## src/rtl/lwe_sample_extract_pkg.sv

```systemverilog
// Shared constants for LWE sample extraction; MODSWITCH_EN selects the q-width (Q->q) output build.
package lwe_sample_extract_pkg;
   localparam int RING_DEPTH = 10;
   localparam int N          = 1 << RING_DEPTH;
   localparam int IDX_W      = RING_DEPTH + 1;
   localparam int DATA_W     = 27;
   localparam int unsigned Q = 132120577;
   localparam int QW         = 9;
   localparam int RD_LAT     = 1;
   localparam int MS_LAT     = 3;
   localparam int FIFO_DEPTH = RD_LAT + MS_LAT + 2;

   localparam logic [DATA_W-1:0] Q_VAL  = DATA_W'(Q);
   localparam logic [DATA_W-1:0] Q_HALF = DATA_W'(Q >> 1);

   // Rounding numerator x*2^QW + floor(Q/2) stays below 2^MS_SHIFT, so a floor reciprocal at that
   // shift underestimates the quotient by at most one.
   localparam int MS_NUM_W   = DATA_W + QW + 1;
   localparam int MS_SHIFT   = MS_NUM_W;
   localparam int MS_RECIP_W = QW + 2;
   localparam logic [MS_RECIP_W-1:0] MS_RECIP = MS_RECIP_W'((64'd1 << MS_SHIFT) / 64'(Q));

`ifdef MODSWITCH_EN
   localparam int OUT_W = QW;
`else
   localparam int OUT_W = DATA_W;
`endif

   typedef enum logic [1:0] {ST_IDLE, ST_ISSUE, ST_DRAIN} state_t;
endpackage

```

## src/rtl/lwe_mod_switch.sv

```systemverilog
// Pipelined Q -> 2^QW rounding: y = floor((x*2^QW + floor(Q/2)) / Q) mod 2^QW, latency MS_LAT.
module lwe_mod_switch
   import lwe_sample_extract_pkg::*;
(
   input  logic              clk,
   input  logic              reset,
   input  logic [DATA_W-1:0] x,
   output logic [QW-1:0]     y
);
   localparam int PROD_W = MS_NUM_W + MS_RECIP_W;
   localparam int QUO_W  = QW + 1;

   logic [MS_NUM_W-1:0] num_s1, num_s2, rem_s2;
   logic [QUO_W-1:0]    quo_s2;

   assign rem_s2 = num_s2 - MS_NUM_W'(quo_s2) * MS_NUM_W'(Q);

   always_ff @(posedge clk) begin
      if (reset) begin
         num_s1 <= '0;
         num_s2 <= '0;
         quo_s2 <= '0;
         y      <= '0;
      end else begin
         num_s1 <= MS_NUM_W'({x, {QW{1'b0}}}) + MS_NUM_W'(Q_HALF);
         num_s2 <= num_s1;
         quo_s2 <= QUO_W'((PROD_W'(num_s1) * PROD_W'(MS_RECIP)) >> MS_SHIFT);
         // estimate is exact or one low; quotient 2^QW wraps to 0 in the truncation
         y      <= (rem_s2 >= MS_NUM_W'(Q)) ? QW'(quo_s2 + 1'b1) : QW'(quo_s2);
      end
   end
endmodule

```

## src/rtl/lwe_sample_extract.sv

```systemverilog
// Reads the RLWE accumulator, extracts the LWE sample (reordered/negated mask, body b_0) and streams
// it through a credit-protected FIFO; MODSWITCH_EN inserts the Q->q modulus switch.
module lwe_sample_extract
   import lwe_sample_extract_pkg::*;
(
   input  logic              clk,
   input  logic              reset,
   input  logic              start,
   output logic              busy,
   output logic              done,
   output logic [IDX_W-1:0]  acc_read_addr,
   input  logic [DATA_W-1:0] acc_read_data,
   output logic              out_valid,
   input  logic              out_ready,
   output logic [OUT_W-1:0]  out_data,
   output logic [IDX_W-1:0]  out_index,
   output logic              out_last
);
   // state    | meaning
   // ST_IDLE  | waiting for start
   // ST_ISSUE | issuing the N+1 accumulator reads, one per cycle while credit allows
   // ST_DRAIN | all reads issued, waiting for the body word to be accepted
   localparam int CNT_W = $clog2(FIFO_DEPTH + 1);
   localparam int PTR_W = $clog2(FIFO_DEPTH);

   state_t            state, state_nxt;
   logic [IDX_W-1:0]  iss_cnt, iss_addr;
   logic [CNT_W-1:0]  inflight, fifo_cnt;
   logic [CNT_W:0]    occ;
   logic              credit, issue, push, pop, last_pop, done_r;
   logic [RD_LAT:0]   rd_v;
   logic [IDX_W-1:0]  rd_idx [RD_LAT+1];
   logic [IDX_W-1:0]  ext_idx;
   logic [DATA_W-1:0] ext_data;
   logic [OUT_W-1:0]  push_data;
   logic [IDX_W-1:0]  push_idx;
   logic [OUT_W-1:0]  fifo_data [FIFO_DEPTH];
   logic [IDX_W-1:0]  fifo_idx  [FIFO_DEPTH];
   logic [PTR_W-1:0]  wr_ptr, rd_ptr;

   assign pop      = out_valid & out_ready;
   assign last_pop = pop & (fifo_idx[rd_ptr] == IDX_W'(N));
   // The slot freed by a pop in this cycle counts as available, so a pipeline as long as the
   // FIFO is deep still sustains one word per cycle.
   assign occ      = (CNT_W+1)'(inflight) + (CNT_W+1)'(fifo_cnt) - (CNT_W+1)'(pop);
   assign credit   = occ < (CNT_W+1)'(FIFO_DEPTH);
   assign iss_addr = (iss_cnt == '0 || iss_cnt == IDX_W'(N)) ? iss_cnt : IDX_W'(N) - iss_cnt;

   always_ff @(posedge clk) begin
      if (reset) state <= ST_IDLE;
      else       state <= state_nxt;
   end

   always_comb begin
      state_nxt = state;
      issue     = 1'b0;
      case (state)
         ST_IDLE:  if (start) state_nxt = ST_ISSUE;
         ST_ISSUE: if (credit) begin
            issue = 1'b1;
            if (iss_cnt == IDX_W'(N)) state_nxt = ST_DRAIN;
         end
         ST_DRAIN: if (last_pop) state_nxt = ST_IDLE;
         default:  state_nxt = ST_IDLE;
      endcase
   end

   assign ext_idx = rd_idx[RD_LAT];
   always_comb begin
      ext_data = acc_read_data;
      if (ext_idx != '0 && ext_idx != IDX_W'(N) && acc_read_data != '0)
         ext_data = Q_VAL - acc_read_data;
   end

`ifdef MODSWITCH_EN
   logic [MS_LAT-1:0] ms_v;
   logic [IDX_W-1:0]  ms_idx [MS_LAT];

   lwe_mod_switch u_mod_switch (.clk(clk), .reset(reset), .x(ext_data), .y(push_data));

   always_ff @(posedge clk) begin
      if (reset) begin
         ms_v <= '0;
         for (int k = 0; k < MS_LAT; k++) ms_idx[k] <= '0;
      end else begin
         ms_v      <= {ms_v[MS_LAT-2:0], rd_v[RD_LAT]};
         ms_idx[0] <= ext_idx;
         for (int k = 1; k < MS_LAT; k++) ms_idx[k] <= ms_idx[k-1];
      end
   end

   assign push     = ms_v[MS_LAT-1];
   assign push_idx = ms_idx[MS_LAT-1];
`else
   assign push      = rd_v[RD_LAT];
   assign push_data = ext_data;
   assign push_idx  = ext_idx;
`endif

   always_ff @(posedge clk) begin
      if (reset) begin
         iss_cnt       <= '0;
         acc_read_addr <= '0;
         rd_v          <= '0;
         inflight      <= '0;
         fifo_cnt      <= '0;
         wr_ptr        <= '0;
         rd_ptr        <= '0;
         done_r        <= 1'b0;
         for (int k = 0; k <= RD_LAT; k++) rd_idx[k] <= '0;
      end else begin
         if (issue) begin
            acc_read_addr <= iss_addr;
            iss_cnt       <= (iss_cnt == IDX_W'(N)) ? '0 : iss_cnt + 1'b1;
         end
         rd_v      <= {rd_v[RD_LAT-1:0], issue};
         rd_idx[0] <= iss_cnt;
         for (int k = 1; k <= RD_LAT; k++) rd_idx[k] <= rd_idx[k-1];
         inflight <= inflight + CNT_W'(issue) - CNT_W'(push);
         fifo_cnt <= fifo_cnt + CNT_W'(push) - CNT_W'(pop);
         if (push) wr_ptr <= (wr_ptr == PTR_W'(FIFO_DEPTH - 1)) ? '0 : wr_ptr + 1'b1;
         if (pop)  rd_ptr <= (rd_ptr == PTR_W'(FIFO_DEPTH - 1)) ? '0 : rd_ptr + 1'b1;
         done_r <= last_pop;
      end
   end

   always_ff @(posedge clk) begin
      if (push) begin
         fifo_data[wr_ptr] <= push_data;
         fifo_idx[wr_ptr]  <= push_idx;
      end
   end

   assign busy      = (state != ST_IDLE);
   assign done      = done_r;
   assign out_valid = (fifo_cnt != '0);
   assign out_data  = out_valid ? fifo_data[rd_ptr] : '0;
   assign out_index = out_valid ? fifo_idx[rd_ptr] : '0;
   assign out_last  = out_valid && (fifo_idx[rd_ptr] == IDX_W'(N));
endmodule

```

## config.mk

```make
export PLATFORM = sky130hd
export DESIGN_NAME = lwe_sample_extract
export DESIGN_NICKNAME = d
export VERILOG_FILES = /design/src/rtl/lwe_sample_extract_pkg.sv /design/src/rtl/lwe_mod_switch.sv /design/src/rtl/lwe_sample_extract.sv
export SDC_FILE = /design/constraint.sdc
export NUM_CORES = 1
export LEC_CHECK = 0
export BUFFER_PORTS_ARGS = -buffer_cell sky130_fd_sc_hd__clkbuf_2
export CAP_MARGIN = 20
export CORE_ASPECT_RATIO = 0.6
export CORE_MARGIN = 8
export CORE_UTILIZATION = 25
export CTS_CLUSTER_SIZE = 8
export DETAILED_ROUTE_END_ITERATION = 8
export GPL_ROUTABILITY_DRIVEN = 0
export PLACE_DENSITY = 0.42
export SYNTH_ARGS = -nofsm -noshare
export SYNTH_HDL_FRONTEND = slang
export SYNTH_SLANG_ARGS = --single-unit
```

## constraint.sdc

```tcl
create_clock -name clk -period 9.8 [get_ports clk]
set_input_delay 0.98 -clock clk [delete_from_list [all_inputs] [get_ports clk]]
set_output_delay 0.98 -clock clk [all_outputs]
set_load 0.1 [all_outputs]
```

======== Word-level counts from Yosys, hierarchy flattened ========
Memories as Yosys holds them, arrays and structs flattened. A register that Yosys moved wholly into a read port is not among the register bits.
Cells that the tools add are included.
word-level totals
  bits in registers ....................... 39
  memories kept ........................... 3
  bits in writable memories ............... 250
  logic and storage cells ................. 75
operators by class
  order comparisons ....................... 1
  bitwise operators ....................... 4
  equality and inequality tests ........... 11
  reduce and logical (&&, ||, !) cells .... 11
  add/sub/neg operators ................... 11
  muxes and demuxes ....................... 25
memories
  memory     words  width  rd ports  clocked after memory_dff  write ports  line                      source
  fifo_data  6      27     1         1                         1            lwe_sample_extract.sv:37  logic [OUT_W-1:0] fifo_data [FIFO_DEPTH];
  fifo_idx   6      11     1         1                         1            lwe_sample_extract.sv:38  logic [IDX_W-1:0] fifo_idx [FIFO_DEPTH];
  rd_idx     2      11     2         0                         2            lwe_sample_extract.sv:32  logic [IDX_W-1:0] rd_idx [RD_LAT+1];
operator list
  operator                                                               number
  11-bit 2-to-1 mux                                                      5
  27-bit 2-to-1 mux                                                      2
  27-bit nonzero test                                                    1
  27-bit subtractor (first input constant)                               1
  11-bit == test (second input constant)                                 2
  3-bit 2-to-1 mux                                                       6
  11-bit by 1-bit adder with 11-bit output (second input constant)       1
  11-bit logical NOT                                                     1
  11-bit inequality test (second input constant)                         1
  11-bit nonzero test                                                    1
  11-bit subtractor (first input constant)                               1
  2-bit 2-to-1 mux                                                       4
  2-bit inequality test (second input constant)                          4
  1-bit 2-to-1 mux                                                       7
  3-bit by 1-bit adder with 3-bit output                                 2
  3-bit by 1-bit adder with 3-bit output (second input constant)         2
  3-bit == test (second input constant)                                  2
  2-bit one-hot mux with 3 select lines                                  1
  3-bit by 1-bit subtractor with 3-bit output                            2
  3-bit by 3-bit adder with 4-bit output                                 1
  4-bit by 3-bit < comparator with 1-bit output (second input constant)  1
  4-bit AND reduction                                                    1
  4-bit by 1-bit subtractor with 4-bit output                            1
  1-bit logical AND                                                      3
  8 further kinds                                                        10

======== Depth between registers and ports, before layout ========
  depth in word-level cells ............... 8
  gate-level depth with buffers ........... 19
  mapped depth without buffers ............ 17

======== Worst setup path after synthesis ========
Ideal clock, no wire load.
  kind .................................... reg-to-output
  start point ............................. reg (tool-made name)
  end point ............................... out out_last
  setup slack ............................. 4.720 ns
  data arrival time ....................... 4.100 ns
  stages on the path, launching flop included .. 9
  path buffers ............................ 3
  cell sequence ........................... dfxtp_1 > buf_6 > buf_2 > buf_2 > mux2_2 > mux2i_1 > nor2_1 > o2111ai_2 > nor2_1
RTL lines
  element           line                      source
  end: declaration  lwe_sample_extract.sv:17  output logic out_last

==> impl_table.tex <==
\begin{tabular}{lr}
\hline
Metric & Value \\
\hline
\multicolumn{2}{l}{\textbf{Outcome}} \\
\quad Status & completed \\
\multicolumn{2}{l}{\textbf{Power}} \\
\quad Switching share of power & 0.400 \\
\quad Peak supply drop & approximately 130 uV \\
\quad PD cells & between 200 and 300 nW/um2 \\
\quad Sequential power share & 0.345 \\
\quad Internal portion of total power & 2.55 mW \\
\quad Total design power & roughly 4.3 mW \\
\quad Switching power of the nets & 1.70 mW \\
\quad Part of the total power dissipated in the clock network & 0.303 \\
\quad Combinational fraction of design power & 0.352 \\
\quad Leakage power total & 4.82 nW \\
\multicolumn{2}{l}{\textbf{Synth}} \\
\quad Proportion of synthesized flip-flops having asynchronous set or reset & 0 \\
\quad Dominant register cell in the synthesized netlist & edfxtp\_1 \\
\quad Cell area after synthesis & roughly 12000 um2 \\
\quad Synthesized flop and latch total & approximately 290 \\
\quad Mean cell area of the mapped netlist & 14.6 um2 \\
\quad Number of enable flip-flop cells after synthesis & about 230 \\
\quad Count of warnings emitted by yosys & 0 \\
\quad Post-Syn Nets & between 800 and 900 \\
\quad Count of cell types in the netlist & 60 \\
\quad Post-synthesis cell count & between 800 and 900 \\
\quad Sequential area share after synthesis & 0.669 \\
\multicolumn{2}{l}{\textbf{Critical path}} \\
\quad CP bufs+invs & 2 \\
\quad Worst Reg2Reg Path Length in Cells & 17 \\
\quad Most frequent cell on the critical path & nor2\_1 \\
\quad Slowest cell on the critical path & dfxtp\_4 \\
\quad CP Cell Sequence & buf\_4, mux4\_1, or4\_1, nor2\_1, o2111ai\_2, nor2\_1, clkbuf\_2 \\
\quad Arrival time worst endpoint & between 4000 and 5000 ps \\
\quad Reg-to-reg slack, setup & between 5000 and 6000 ps \\
\quad Max Fanout on Critical Path & between 40 and 50 \\
\quad Top delay family on crit path & buffers and inverters \\
\quad Required time of the worst setup path & 8820 ps \\
\quad Startpoint class of the critical path & flip-flop \\
\quad Delay of the slowest cell on the worst path & approximately 800 ps \\
\quad Critical setup path kind & flip-flop to output port \\
\quad CP endpoint kind & output port \\
\quad Crit path depth & 7 \\
\multicolumn{2}{l}{\textbf{Route}} \\
\quad Wire length reported by the detailed router & around 30000 um \\
\quad Antenna-violating nets left & 0 \\
\quad Metal1 wirelength & between 10000 and 15000 um \\
\quad Total iterations of the first detailed-routing run & 5 \\
\quad Detailed-route DRC error count & 0 \\
\quad Per-cell via count in the routed design & about 4.5 \\
\quad Total vias in the final route & about 7000 \\
\quad Detail-routed net length per standard cell & around 19 um \\
\quad Sum of met3 wire segment lengths after detailed routing & 1050 um \\
\quad Number of DRC violations after detailed-routing iteration 0 & between 400 and 500 \\
\quad Highest Signal Layer & met4 \\
\quad Met2 WL post-DR & between 10000 and 15000 um \\
\multicolumn{2}{l}{\textbf{GRT}} \\
\quad First-pass GRT wire length & about 46000 um \\
\quad Total congestion overflow after global routing & 0 \\
\quad Maximum number of pins on one net before global-route repair & between 50 and 60 \\
\quad Initial antenna violation count & 0 \\
\quad Number of global-route vias before repair & $\sim$7400 \\
\quad GR Util All Layers & 0.105 \\
\multicolumn{2}{l}{\textbf{Hold path}} \\
\quad Instance count along the most critical hold path & 1 \\
\quad Type of the most critical hold path & flip-flop to flip-flop \\
\multicolumn{2}{l}{\textbf{Floorplan}} \\
\quad Starting utilization of the core area & 0.254 \\
\quad Total die area & about 56000 um2 \\
\quad Site Rows & 62 \\
\quad Floorplan die width & between 300 and 400 um \\
\quad Placeable core region & approximately 48000 um2 \\
\quad Die H & approximately 190 um \\
\quad I/O pin total & 84 \\
\multicolumn{2}{l}{\textbf{Clock network}} \\
\quad Latest clock arrival within the worst-skew pair & 530 ps \\
\quad Number of resized instances in the post-cts repair step & 0 \\
\quad Sinks on Clock Net & about 290 \\
\quad Clock-pin transition on the worst setup and hold timing paths & around 50 ps \\
\quad CTS tree & yes \\
\quad H-tree lvl count & 2 \\
\quad Clock Tree Root & clkbuf\_16 \\
\quad Post-cts hold buffer count & 0 \\
\quad Worst-case clock buffer depth & 3 \\
\quad TritonCTS Buffers & between 40 and 50 \\
\quad Number of post-CTS setup repair buffers & 0 \\
\multicolumn{2}{l}{\textbf{Timing}} \\
\quad Number of hold violations in the final report & 0 \\
\quad Number of pins exceeding their max-slew limit in the final report & 0 \\
\quad Slew at the pin closest to its max-slew limit & 848 ps \\
\quad Setup repair after global routing missed its margin & false \\
\quad Worst slew margin & 0.435 \\
\quad Summed negative setup slack over all endpoints & 0 ps \\
\quad Minimum clock period after layout & between 5000 and 6000 ps \\
\quad Max Fclk & around 190 MHz \\
\quad Final Setup Violations & 0 \\
\quad Crit share post-route & 0.550 \\
\quad Post-route clock skew & 10.1 ps \\
\multicolumn{2}{l}{\textbf{Layout}} \\
\quad Fill cell instance count of the final layout & 4729 \\
\quad Register area & between 8000 and 9000 um2 \\
\quad Number of antenna diodes & 0 \\
\quad P\&R area growth vs syn & 19.0\% \\
\quad Final cell area excluding filler cells & between 10000 and 15000 um2 \\
\quad Core utilization of the finished layout & 0.302 \\
\quad Area taken by multi-input logic gates & 3760 um2 \\
\quad Most frequent cells in the layout & edfxtp\_1, clkbuf\_2, nor2\_1, dfxtp\_1, clkbuf\_16 \\
\quad NumNets Final & between 900 and 1000 \\
\quad Fraction of final layout cells sized beyond drive strength 1 & 0.214 \\
\quad Commonest non-fill, non-tap cell in the layout & edfxtp\_1 \\
\multicolumn{2}{l}{\textbf{Placed design}} \\
\quad Port Buffer Count & 83 \\
\quad Post-DP Area & 13300 um2 \\
\quad Detail Placement HPWL & between 15000 and 20000 um \\
\multicolumn{2}{l}{\textbf{Job}} \\
\quad Max Cap Violations & 0 \\
\hline
\end{tabular}
-- layer usage --
metal  vias up  GRT usage
li1       3356          -
met3        44     0.0206
met2       100      0.163
met4         0     0.0292
met5         -          0
met1      3547      0.148
-- synthesized netlist by cell type (3+ instances only) --
cell type  instances  share of area
a211oi_1          35          0.022
a21oi_1           31          0.013
a311oi_1           3         0.0022
a31oi_1            5         0.0026
and3_1             3         0.0015
buf_1              4         0.0012
buf_2             14         0.0058
clkbuf_1          23         0.0071
dfxtp_1           64           0.11
edfxtp_1         228           0.56
fa_1               3         0.0049
ha_1              10          0.010
inv_1             22         0.0068
mux2_2             5         0.0046
mux2i_1           40          0.033
mux4_1             4         0.0087
mux4_2            32          0.059
nand2_1           37          0.011
nand2b_1           7         0.0036
nand3_1            8         0.0033
nand4_1            5         0.0026
nor2_1            83          0.026
nor2b_1           23          0.012
nor3_1            16         0.0066
nor3b_1            7         0.0043
nor4_1             7         0.0036
o21ai_0           12         0.0049
o22ai_1            3         0.0015
o31ai_1           10         0.0062
or2_2              4         0.0021
or3_1              8         0.0041
or4_1              7         0.0043
xnor2_1           21          0.015
xor2_1            18          0.013
-- logic make-up after synthesis --
kind of cell               count (synthesis)  synth area share
adders and majority gates                 13            0.0153
AOI/OAI and AO/OA                        116            0.0638
and+or+nand+nor                          226            0.0943
xor gates and xnor gates                  39            0.0281
DFF                                      292             0.669
muxes                                     81             0.106
buffers and inverters                     67            0.0234
-- area by class of cell --
type,instances,area share
multi-input combinational,475,0.261
clock inverter,2,0.00199
timing repair buffer,94,0.0345
inverter,23,0.00598
sequential,292,0.563
tap,640,0.0554
clock buffer,53,0.0785
-- worst paths after layout --
| path | startpoint | endpoint |
|---|---|---|
| min reg2reg | rd_idx[0][1] | rd_idx[0][12] |
| min | rd_idx[0][1] | rd_idx[0][12] |
| max reg2reg | fifo_cnt[1] | inflight[2] |
| max | flip-flop | out_last |
-- power by group through the flow --
stage / Combinational (mW) / Clock (mW) / Sequential, mW
CTS: 1.53 / 1.34 / 1.47
global placement: 1.52 / 0 / 1.49
global route: 1.60 / 1.39 / 1.48
finish: 1.50 / 1.29 / 1.47
detailed placement: 1.52 / 0 / 1.49
floorplan: 1.22 / 0 / 1.49
-- metrics by stage --
step / std cells / hold WS, ps / setup slack, ps
after CTS: 1579 / 438 / 4260
after floorplan: 834 / 414 / 4720
final: 1579 / 430 / 4410
after global routing: 1579 / 457 / 4080
after detailed placement: 1524 / 426 / 4840
after global placement: 1524 / 433 / 4780
-- state kept, by name, summed over array words and instances, names as in the netlist, named ones only --
name and count:
wr_ptr 3, inflight 3, acc_read_addr 11, state 2, rd_v 2, done 1, iss_cnt 11, fifo_data 162
rd_ptr 3, rd_idx 22, fifo_cnt 3, fifo_idx 66
Note: power is estimated with default switching activity, not from simulation.
